<file path="src/rtl/sdram_port_arbiter.sv">
// Round-robin arbiter sharing one byte-wide SDRAM controller port
// among toggle-handshake clients, one transaction in flight at a time.
module sdram_port_arbiter #(
    parameter int NUM_PORTS = 3,
    parameter int RD_GAP    = 16
) (
    input  logic                      clk,
    input  logic                      reset,
    input  logic [NUM_PORTS-1:0]      c_req,
    output logic [NUM_PORTS-1:0]      c_ack,
    input  logic [NUM_PORTS-1:0]      c_we,
    input  logic [25*NUM_PORTS-1:0]   c_addr,
    input  logic [8*NUM_PORTS-1:0]    c_din,
    output logic [7:0]                c_dout,
    output logic [24:0]               sd_raddr,
    output logic                      sd_rd,
    input  logic                      sd_rd_rdy,
    input  logic [7:0]                sd_dout,
    output logic [24:0]               sd_waddr,
    output logic [7:0]                sd_din,
    output logic                      sd_we,
    input  logic                      sd_we_ack
);

    localparam int PW = $clog2(NUM_PORTS);
    localparam int GW = $clog2(RD_GAP + 1);

    typedef enum logic [2:0] {
        IDLE, WR, RD_GAPW, RD_BUSY, RD_DATA, DONE
    } state_t;

    state_t               state, state_nx;
    logic [NUM_PORTS-1:0] pending;
    logic [PW-1:0]        rr, grant, sel;
    logic                 found;
    int                   idx;
    logic [24:0]          addr_r;
    logic [GW-1:0]        gap;
    logic                 grab, wr_go, rd_go, rd_fin, ack_go;

    assign pending = c_req ^ c_ack;

    // First pending port at or after the rr pointer, wrapping.
    always_comb begin
        found = 1'b0;
        sel   = '0;
        idx   = 0;
        for (int k = 0; k < NUM_PORTS; k++) begin
            idx = int'(rr) + k;
            if (idx >= NUM_PORTS)
                idx = idx - NUM_PORTS;
            if (!found && pending[idx]) begin
                found = 1'b1;
                sel   = PW'(idx);
            end
        end
    end

    always_ff @(posedge clk) begin
        if (reset)
            state <= IDLE;
        else
            state <= state_nx;
    end

    always_comb begin
        state_nx = state;
        unique case (state)
            IDLE:
                if (found)
                    state_nx = c_we[sel] ? WR : RD_GAPW;
            WR:
                if (sd_we_ack == sd_we)
                    state_nx = DONE;
            RD_GAPW:
                if (gap == '0 && sd_rd_rdy)
                    state_nx = RD_BUSY;
            RD_BUSY:
                if (!sd_rd_rdy)
                    state_nx = RD_DATA;
            RD_DATA:
                if (sd_rd_rdy)
                    state_nx = DONE;
            DONE:
                state_nx = IDLE;
            default:
                state_nx = IDLE;
        endcase
    end

    always_comb begin
        grab   = (state == IDLE) && found;
        wr_go  = grab && c_we[sel];
        rd_go  = (state == RD_GAPW) && (gap == '0) && sd_rd_rdy;
        rd_fin = (state == RD_DATA) && sd_rd_rdy;
        ack_go = (state == DONE);
    end

    always_ff @(posedge clk) begin
        if (reset) begin
            c_ack    <= '0;
            c_dout   <= '0;
            sd_rd    <= 1'b0;
            sd_raddr <= '0;
            sd_waddr <= '0;
            sd_din   <= '0;
            sd_we    <= sd_we_ack;
            rr       <= '0;
            grant    <= '0;
            addr_r   <= '0;
            gap      <= GW'(RD_GAP);
        end else begin
            if (gap != '0)
                gap <= gap - GW'(1);
            if (grab) begin
                grant  <= sel;
                addr_r <= c_addr[25*sel +: 25];
                rr     <= (sel == PW'(NUM_PORTS - 1)) ? '0 : sel + PW'(1);
            end
            if (wr_go) begin
                sd_waddr <= c_addr[25*sel +: 25];
                sd_din   <= c_din[8*sel +: 8];
                sd_we    <= ~sd_we;
            end
            if (rd_go) begin
                sd_raddr <= addr_r;
                sd_rd    <= 1'b1;
            end
            // Reload after each read so the next rd edge is spaced out.
            if (rd_fin) begin
                c_dout <= sd_dout;
                sd_rd  <= 1'b0;
                gap    <= GW'(RD_GAP);
            end
            if (ack_go)
                c_ack[grant] <= c_req[grant];
        end
    end

endmodule
</file>
<file path="config.mk">
export PLATFORM = sky130hd
export DESIGN_NAME = sdram_port_arbiter
export DESIGN_NICKNAME = d
export VERILOG_FILES = /design/src/rtl/sdram_port_arbiter.sv
export SDC_FILE = /design/constraint.sdc
export NUM_CORES = 1
export LEC_CHECK = 0
export BUFFER_PORTS_ARGS = -buffer_cell sky130_fd_sc_hd__buf_2
export CORE_MARGIN = 2
export CORE_UTILIZATION = 51
export CTS_BUF_LIST = sky130_fd_sc_hd__clkbuf_16
export DETAILED_ROUTE_END_ITERATION = 12
export PLACE_DENSITY = 0.81
export SYNTH_ARGS = -nofsm -noshare
export SYNTH_HDL_FRONTEND = slang
export SYNTH_SLANG_ARGS = --single-unit
export TNS_END_PERCENT = 30
</file>
<file path="constraint.sdc">
create_clock -name clk -period 3.13 [get_ports clk]
set_input_delay 0.626 -clock clk [delete_from_list [all_inputs] [get_ports clk]]
set_output_delay 0.626 -clock clk [all_outputs]
set_load 0.01 [all_outputs]
</file>
### Word-level counts from Yosys, hierarchy flattened

Cells that the tools add are included.

* input port bits: 117
* output and inout bits: 71
* register bits after elaboration: 108

* bitwise gates (word level): 2
* order comparisons: 9
* equality and inequality tests: 12
* shift operators: 2
* add/subtract/negate cells: 7
* multipliers: 1
* mux-type cells: 35
* reduce and logical (&&, ||, !) cells: 17

Operators by type and width (count)
* 32-bit by 4-bit less-than comparator with 1-bit output, second input constant: 3
* 32-bit 2-to-1 mux: 3
* 75-bit by 8-bit variable part select with 25-bit output: 1
* 24-bit by 6-bit variable part select with 8-bit output: 1
* 3-bit 2-to-1 mux: 5
* 3-bit case mux with 5 select lines: 1
* 1-bit 2-to-1 mux: 14
* 1-bit binary-select mux with 2-bit select: 5
* 2-bit 2-to-1 mux: 5
* 2-bit inequality test, second input constant: 5
* 1-bit logical AND: 9
* 3-bit by 2-bit subtractor with 4-bit output, second input constant: 2
* 5-bit by 2-bit multiplier with 7-bit output, first input constant: 1
* 3-bit by 2-bit == test with 1-bit output, second input constant: 2
* 3-bit == test, second input constant: 2
* 3-bit by 2-bit >= comparator with 1-bit output, second input constant: 2
* 2-bit by 3-bit less-than comparator with 1-bit output, second input constant: 2
* 5-bit zero test: 1
* 5-bit AND reduction: 1
* 5-bit nonzero test: 1
* 5-bit by 1-bit subtractor with 5-bit output, second input constant: 1
* 2-bit by 1-bit adder with 3-bit output, second input constant: 1
* 2-bit by 2-bit adder with 3-bit output, second input constant: 1
* 3-bit bitwise mux: 1
* 14 further kinds: 15

### Depth between registers and ports, before layout

Gate-level depths: netlist of run 1.

* depth in word-level cells: 17
* gate-level depth with buffers: 13
* depth with buffers taken out: 8

### Worst setup path before layout of run 1

OpenSTA, ideal clock, no wires.

* path kind: register to register
* start: reg rr[0]
* end: reg sd_we, enable pin
* stages on the path, launching flop included: 14
* data required time: 2.873 ns
* path slack: 0.523 ns
* data arrival time: 2.350 ns
* clock period less this slack: 2.607 ns
* setup time: 0.257 ns
* path buffers: 5
* cell sequence: dfxtp_1 > inv_1 > ha_1 > clkbuf_2 > nor2b_1 > o21ai_1 > and4_4 > buf_6 > or2_1 > buf_6 > o311ai_4 > buf_6 > buf_12 > nand2_1

* longest elaborated chain between the ends: 16
* elaborated cells between the ends (all ways): 35
* those cells by class: 5 x add/sub; 3 x order compare; 20 x mux; 7 x reduce/logical

RTL lines
* start: declaration: RTL line 34 `logic [PW-1:0] rr, grant, sel;`
* start signal: assignment: RTL line 118 `rr <= (sel == PW'(NUM_PORTS - 1)) ? '0 : sel + PW'(1);`
* parallel branches: the longest is 14 deep, another holds 3-bit by 2-bit subtractor with 4-bit output
* 1-bit logical AND *: RTL line 93 `wr_go = grab && c_we[sel];`
* 2-bit nonzero test (no line) *
* end signal: assignment: RTL line 107 `sd_we <= sd_we_ack;`
* end signal: assignment: RTL line 123 `sd_we <= ~sd_we;`
* end: declaration: RTL line 21 `output logic sd_we,`

Mark *: on every way between the ends. The select of a mux whose other input is x is not followed.
A chain may end at the register's enable or synchronous reset.

### Final worst setup path of run 1

* start: reg rr[1]
* end: reg sd_waddr[2]

* longest elaborated chain between the ends: 15
* elaborated cells between the ends (all ways): 36
* those cells by class: 5 x add/sub; 1 x mul; 3 x order compare; 1 x shift; 20 x mux; 6 x reduce/logical

RTL lines
* parallel branches: the longest is 15 deep, another holds 5-bit by 2-bit multiplier with 7-bit output
* end signal: assignment: RTL line 121 `sd_waddr <= c_addr[25*sel +: 25];`
* end: declaration: RTL line 19 `output logic [24:0] sd_waddr,`

Parallel ways; which one is timed is not known. The select of a mux whose other input is x is not followed.

==> results of run 1 <==
==> cell type report <==
class	instances	share of cell area, %
inverters	8	0.440
clock buffers	9	3.30
repair buffers	205	15.7
clock inverters	7	0.843
well taps	140	2.56
flip-flops and latches	108	31.8
multi-input cells	479	45.4
==> power breakdown <==
part           switching, uW  internal (uW)
registers                172           1630
logic                   1530           1030
clock network            545            557
total                   2250           3220
==> final timing paths <==
kind,from,endpoint,slack [ns],cells after the start
setup / recovery,rr[1]$_SDFFE_PP0N_,sd_waddr[2]$_SDFFE_PP0P_,0.16,9
hold / removal,sd_raddr[18]$_SDFFE_PP0P_,sd_raddr[18]$_SDFFE_PP0P_,0.45,2
setup reg to reg,rr[1]$_SDFFE_PP0N_,sd_waddr[2]$_SDFFE_PP0P_,0.16,9
hold reg to reg,sd_raddr[18]$_SDFFE_PP0P_,sd_raddr[18]$_SDFFE_PP0P_,0.45,2
==> worst max-delay path, delay by kind of cell (launching register included) <==
family          cells  cell delay, ns
mux                 1            0.25
fa+ha+maj           1            0.36
flops               1            0.34
buf+inv             2            0.49
simple gates        3            0.97
compound gates      2            0.46
==> routing by layer <==
metal	vias up	GRT usage (%)	routed length (um)
met5	-	0	0
met4	0	10.9	367
met3	28	4.58	1170
met2	226	45.6	7770
met1	2692	33.2	6580
li1	2702	-	-
==> flip-flops by register name, summed over array words and instances (netlist names) <==
register / flops
addr_r: 25
rr: 2
sd_raddr: 25
sd_waddr: 25
sd_we: 1
state: 3
grant: 2
sd_din: 8
c_ack: 3
gap: 5
c_dout: 8
sd_rd: 1
==> cell usage after synthesis, drive strengths merged, types with 4 or more instances <==
| cell type | number | area share (%) |
|---|---|---|
| a211oi | 4 | 0.54 |
| a21boi | 35 | 4.7 |
| a21oi | 58 | 5.2 |
| and3 | 36 | 4.0 |
| buf | 13 | 2.2 |
| clkbuf | 51 | 3.5 |
| dfxtp | 107 | 38 |
| ha | 5 | 1.1 |
| inv | 8 | 0.54 |
| mux2i | 44 | 7.9 |
| nand2 | 119 | 8.0 |
| nand3 | 6 | 0.54 |
| nor2 | 26 | 1.7 |
| nor3 | 9 | 0.81 |
| nor3b | 4 | 0.54 |
| o21ai | 5 | 0.45 |
| o21bai | 34 | 4.6 |
| o311ai | 60 | 9.7 |
| xor2 | 4 | 0.76 |
==> per-stage QoR <==
| stage | power, uW | cells | setup WS [ns] | util (%) |
|---|---|---|---|---|
| 6_report | 5460 | 956 | 0.164 | 63.6 |
| 5_1_grt | 5800 | 956 | 0.0297 | 63.6 |
| 4_1_cts | 5450 | 956 | 0.182 | 63.6 |
| 3_5_place_dp | 4350 | 940 | 0.156 | 60.9 |
| 3_3_place_gp | 4250 | 940 | 0.282 | 60.9 |
| 2_1_floorplan | 3770 | 659 | 0.523 | - |
==> kinds of logic (layout without fill, tap and decap cells) <==
kind of cell / count (synthesis) / after routing / synth area share, %
adders and majority gates: 5 / 5 / 1.12
AOI/OAI and AO/OA: 207 / 207 / 26.9
xor gates and xnor gates: 6 / 6 / 1.08
and+or+nand+nor: 217 / 217 / 17.8
muxes: 44 / 44 / 7.90
DFF: 108 / 108 / 38.9
buffers and inverters: 72 / 229 / 6.21
==> metrics.txt, run 1 <==
ANT cells=0; most common cell after layout, fill and taps aside=buf_2; hold slack=0.449 ns; antenna violations before repair=0; port bufs=187; fin nets=933; post-route cell area=6830 um^2; TritonCTS clock tree=yes; crit path kind=reg2reg; Hold Buf Count CTS=0; Mapped Cells=659; Pre-antenna DRT Iters=5; maximum vdd drop=418 uV; Mean Syn Cell Area=8.46 um^2; Post-Route WL=15900 um; Post-synth EDFFs=1; post-route ant nets=0; hpwl dp=11100 um; critical path's largest stage delay=0.43 ns; via count=5648; Clock Tree Buf Depth=2; TritonCTS Buffers=9; crit share post-route=94.8%; CP Capture Type=register; core box area=10700 um^2; Clock Sinks=108; yosys warns=0; Final TNS setup=0 ns; die outline height=109 um; CTS root buffer=clkbuf_16; Fin. Hold Viols=0; register area share after synthesis=38.9%; clock-pin transition on the worst setup and hold timing paths=0.08 ns; area delta synth->final=22.5%; Max-Cap Viols=0; Placement Rows=38; Slew @ Worst Pin=1.19 ns; ordered list of cells on the worst path=inv_1, ha_1, nor2b_1, o21ai_1, and4_4, or2_2, o311ai_4, buf_4, mux2i_1; synth unique cells=49; post-CTS setup buffer count=0; Synth Cell Area=5580 um^2; Die X=109 um; Initial Util=51.9%; critical path arrival=3.24 ns; relative max-transition margin=20.7%; first-pass GRT wire length=25100 um; final critical-path required period=2.97 ns; Multi-input gate area=3100 um^2; worst-skew pair later-pin latency=0.35 ns; status=finished, final reports clean; Storage cell area=2170 um^2; Fill cells=948; Clock Skew=0.0128 ns; global route overflow=0; final setup fails=0; H-tree levels=3; highest-count cells in the layout ignoring fill and taps=buf_2, nand2_1, dfxtp_1; Vias/cell=5.91; pwr/cell area=800 nW/um^2; fraction of layout cells with a size suffix above 1=28.6%; overall global routing resource usage=26.7%; max-slew violations=0; Syn Nets=781; vias in the first global route=5323; unrepaired setup endpoints after global routing=false; fmax=337 MHz; largest net degree at the start of global routing=71; HP Class=reg2reg; async set-or-reset flop fraction in the synthesized netlist=0%; slowest CP cell=buf_4; gp weighted congestion=0.942; largest fanout on the critical path=22; Routed WL per cell=16.6 um; Cell Area, Placed=6550 um^2; CTS resizes=0; Critical Path Source Type=register; P_leak=0.00314 uW; Initial DRC Count=389; die area=11800 um^2; I/O pin total=188; WP data required=3.40 ns; post-synthesis register bit count=108; Remaining DRCs=0; Top FF cell, synth=dfxtp_1
(Power assumes the default switching activity.)
==> run 2, diff against run 1 <==
==> constraint.sdc (replaced) <==
create_clock -name clk -period 3.13 [get_ports clk]
set_input_delay 0.313 -clock clk [delete_from_list [all_inputs] [get_ports clk]]
set_output_delay 0.313 -clock clk [all_outputs]
set_load 0.01 [all_outputs]
==> run 2 against run 1 <==
Total power decreased by 0.33%. Final cell count fell by 0.31%. Worst setup slack improved by 0.056 ns. Routed wire length rose by 0.98%. Critical path type unchanged.
==> metrics.txt, run 2 (synthesis gave the netlist of run 1 again) <==
Vias/cell=5.93; Multi-input gate area=3100 um^2; WP data required=3.32 ns; Sw Ratio=41.3%; core box area=10700 um^2; fraction of layout cells with a size suffix above 1=28.5%; Initial DRC Count=353; Clock Sinks=108; TritonCTS clock tree=yes; P_leak=0.00312 uW; critical path arrival=3.10 ns; Storage cell area=2170 um^2; area delta synth->final=22.2%; global route overflow=0; Routed WL per cell=16.8 um; CP startpoint=rr[1]$_SDFFE_PP0N_; Pint=3200 uW; CTS root buffer=clkbuf_16; unrepaired setup endpoints after global routing=false; overall global routing resource usage=26.9%; sequential power share=33.2%; worst reg-to-reg path cell count=9; Slew @ Worst Pin=1.19 ns; die outline height=109 um; vias in the first global route=5397; hold slack=0.209 ns; Comb power frac=46.8%; Placement Rows=38; ANT cells=0; Hold Buf Count CTS=0; clock share of power=20.0%; biggest regs=addr_r x25, sd_raddr x25, sd_waddr x25; Cell Area, Placed=6530 um^2; post-route ant nets=0; Die X=109 um; crit share post-route=93.0%; pwr/cell area=799 nW/um^2; highest-count cells in the layout ignoring fill and taps=buf_2, nand2_1, dfxtp_1; crit path kind=reg2reg; Fill cells=961; Max-Cap Viols=0; maximum vdd drop=417 uV; max-slew violations=0; largest fanout on the critical path=60; post-route cell area=6810 um^2; Pre-antenna DRT Iters=6; final setup fails=0; fin nets=930; die area=11800 um^2; NetSw=2250 uW; most common cell after layout, fill and taps aside=buf_2; Final TNS setup=0 ns; I/O pin total=188; Worst setup endpoint=addr_r[4]$_SDFFE_PP0N_; largest net degree at the start of global routing=71; reg2reg start=rr[1]$_SDFFE_PP0N_; CP Capture Type=register; fmax=344 MHz; port bufs=187; HP Class=in2reg; Fin. Hold Viols=0; hpwl dp=11200 um; Critical Path Source Type=register; H-tree levels=3; first-pass GRT wire length=25400 um; Remaining DRCs=0; Clock Tree Buf Depth=2; status=finished, final reports clean; gp weighted congestion=0.937; r2r setup slk=0.22 ns; Clock Skew=0.0119 ns; via count=5653; Post-Route WL=16000 um; antenna violations before repair=0; worst-skew pair later-pin latency=0.35 ns; relative max-transition margin=20.4%; TritonCTS Buffers=9; Reg-to-Reg End=addr_r[4]$_SDFFE_PP0N_; final critical-path required period=2.91 ns; clock-pin transition on the worst setup and hold timing paths=0.07 ns; Initial Util=51.9%
## run 2: cell types whose count changed in the layout (fill, tap and decap cells not counted)
cell        before  now
clkinv_1         1    0
nor2b_1          3    2
buf_6            0    1
inv_8            2    1
buf_4           18   14
clkinvlp_4       0    2
nor2b_2          0    1
## run 2: worst min-delay path by stage
stage / end / startpoint / cells past startpoint
final: c_dout[7]$_SDFFE_PP0P_ / sd_dout[7] / 3
after global routing: c_dout[1]$_SDFFE_PP0P_ / sd_dout[1] / 3
after global placement: sd_raddr[20]$_SDFFE_PP0P_ / sd_raddr[20]$_SDFFE_PP0P_ / 2
after floorplan: addr_r[0]$_SDFFE_PP0N_ / addr_r[0]$_SDFFE_PP0N_ / 2
after detailed placement: sd_raddr[18]$_SDFFE_PP0P_ / sd_raddr[18]$_SDFFE_PP0P_ / 2
after CTS: c_dout[7]$_SDFFE_PP0P_ / sd_dout[7] / 3
## run 2: final cells by class
cell class              instances  share of cell area [%]
multi-input cells             479                    45.5
flip-flops and latches        108                    31.9
repair buffers                202                    15.4
clock buffers                   9                    3.31
well taps                     140                    2.57
clock inverters                 7                   0.845
inverters                       8                   0.441
## run 2: power groups by stage
| stage | clock network (uW) | logic [uW] | registers, uW |
|---|---|---|---|
| after floorplan | 0 | 1950 | 1820 |
| after global placement | 0 | 2390 | 1820 |
| after detailed placement | 0 | 2500 | 1830 |
| after CTS | 1110 | 2520 | 1800 |
| after global routing | 1160 | 2790 | 1840 |
| final | 1090 | 2550 | 1810 |
## run 2: stage by stage
stage / instances / total power [uW] / util [%] / setup slack [ns]
3_3_place_gp: 937 / 4210 / 60.7 / 0.399
4_1_cts: 953 / 5430 / 63.4 / 0.140
6_report: 953 / 5440 / 63.4 / 0.220
2_1_floorplan: 659 / 3770 / - / 0.523
3_5_place_dp: 937 / 4330 / 60.7 / 0.167
5_1_grt: 953 / 5790 / 63.4 / 0.0293
## run 2: layer usage
metal / wire, um / global-route usage, % / vias up
met1: 6520 / 32.7 / 2654
met4: 478 / 10.9 / 0
met3: 1180 / 3.92 / 45
met2: 7860 / 47.5 / 255
li1: - / - / 2699
met5: 0 / 0 / -
## run 2: timing repair
| action | in CTS | in global routing |
|---|---|---|
| resized for setup | 0 | 2 |
| buffers inserted | 0 | 0 |
| setup endpoints to repair | 0 | 20 |
## run 2: worst max-delay path, stage by stage (launching register included)
cell and delay [ns]:
dfxtp_1 0.34, inv_1 0.06, ha_1 0.34, nor2b_2 0.31, o21ai_1 0.14, and4_4 0.30
or2_2 0.34, buf_4 0.29, o311ai_0 0.48, a21oi_1 0.12
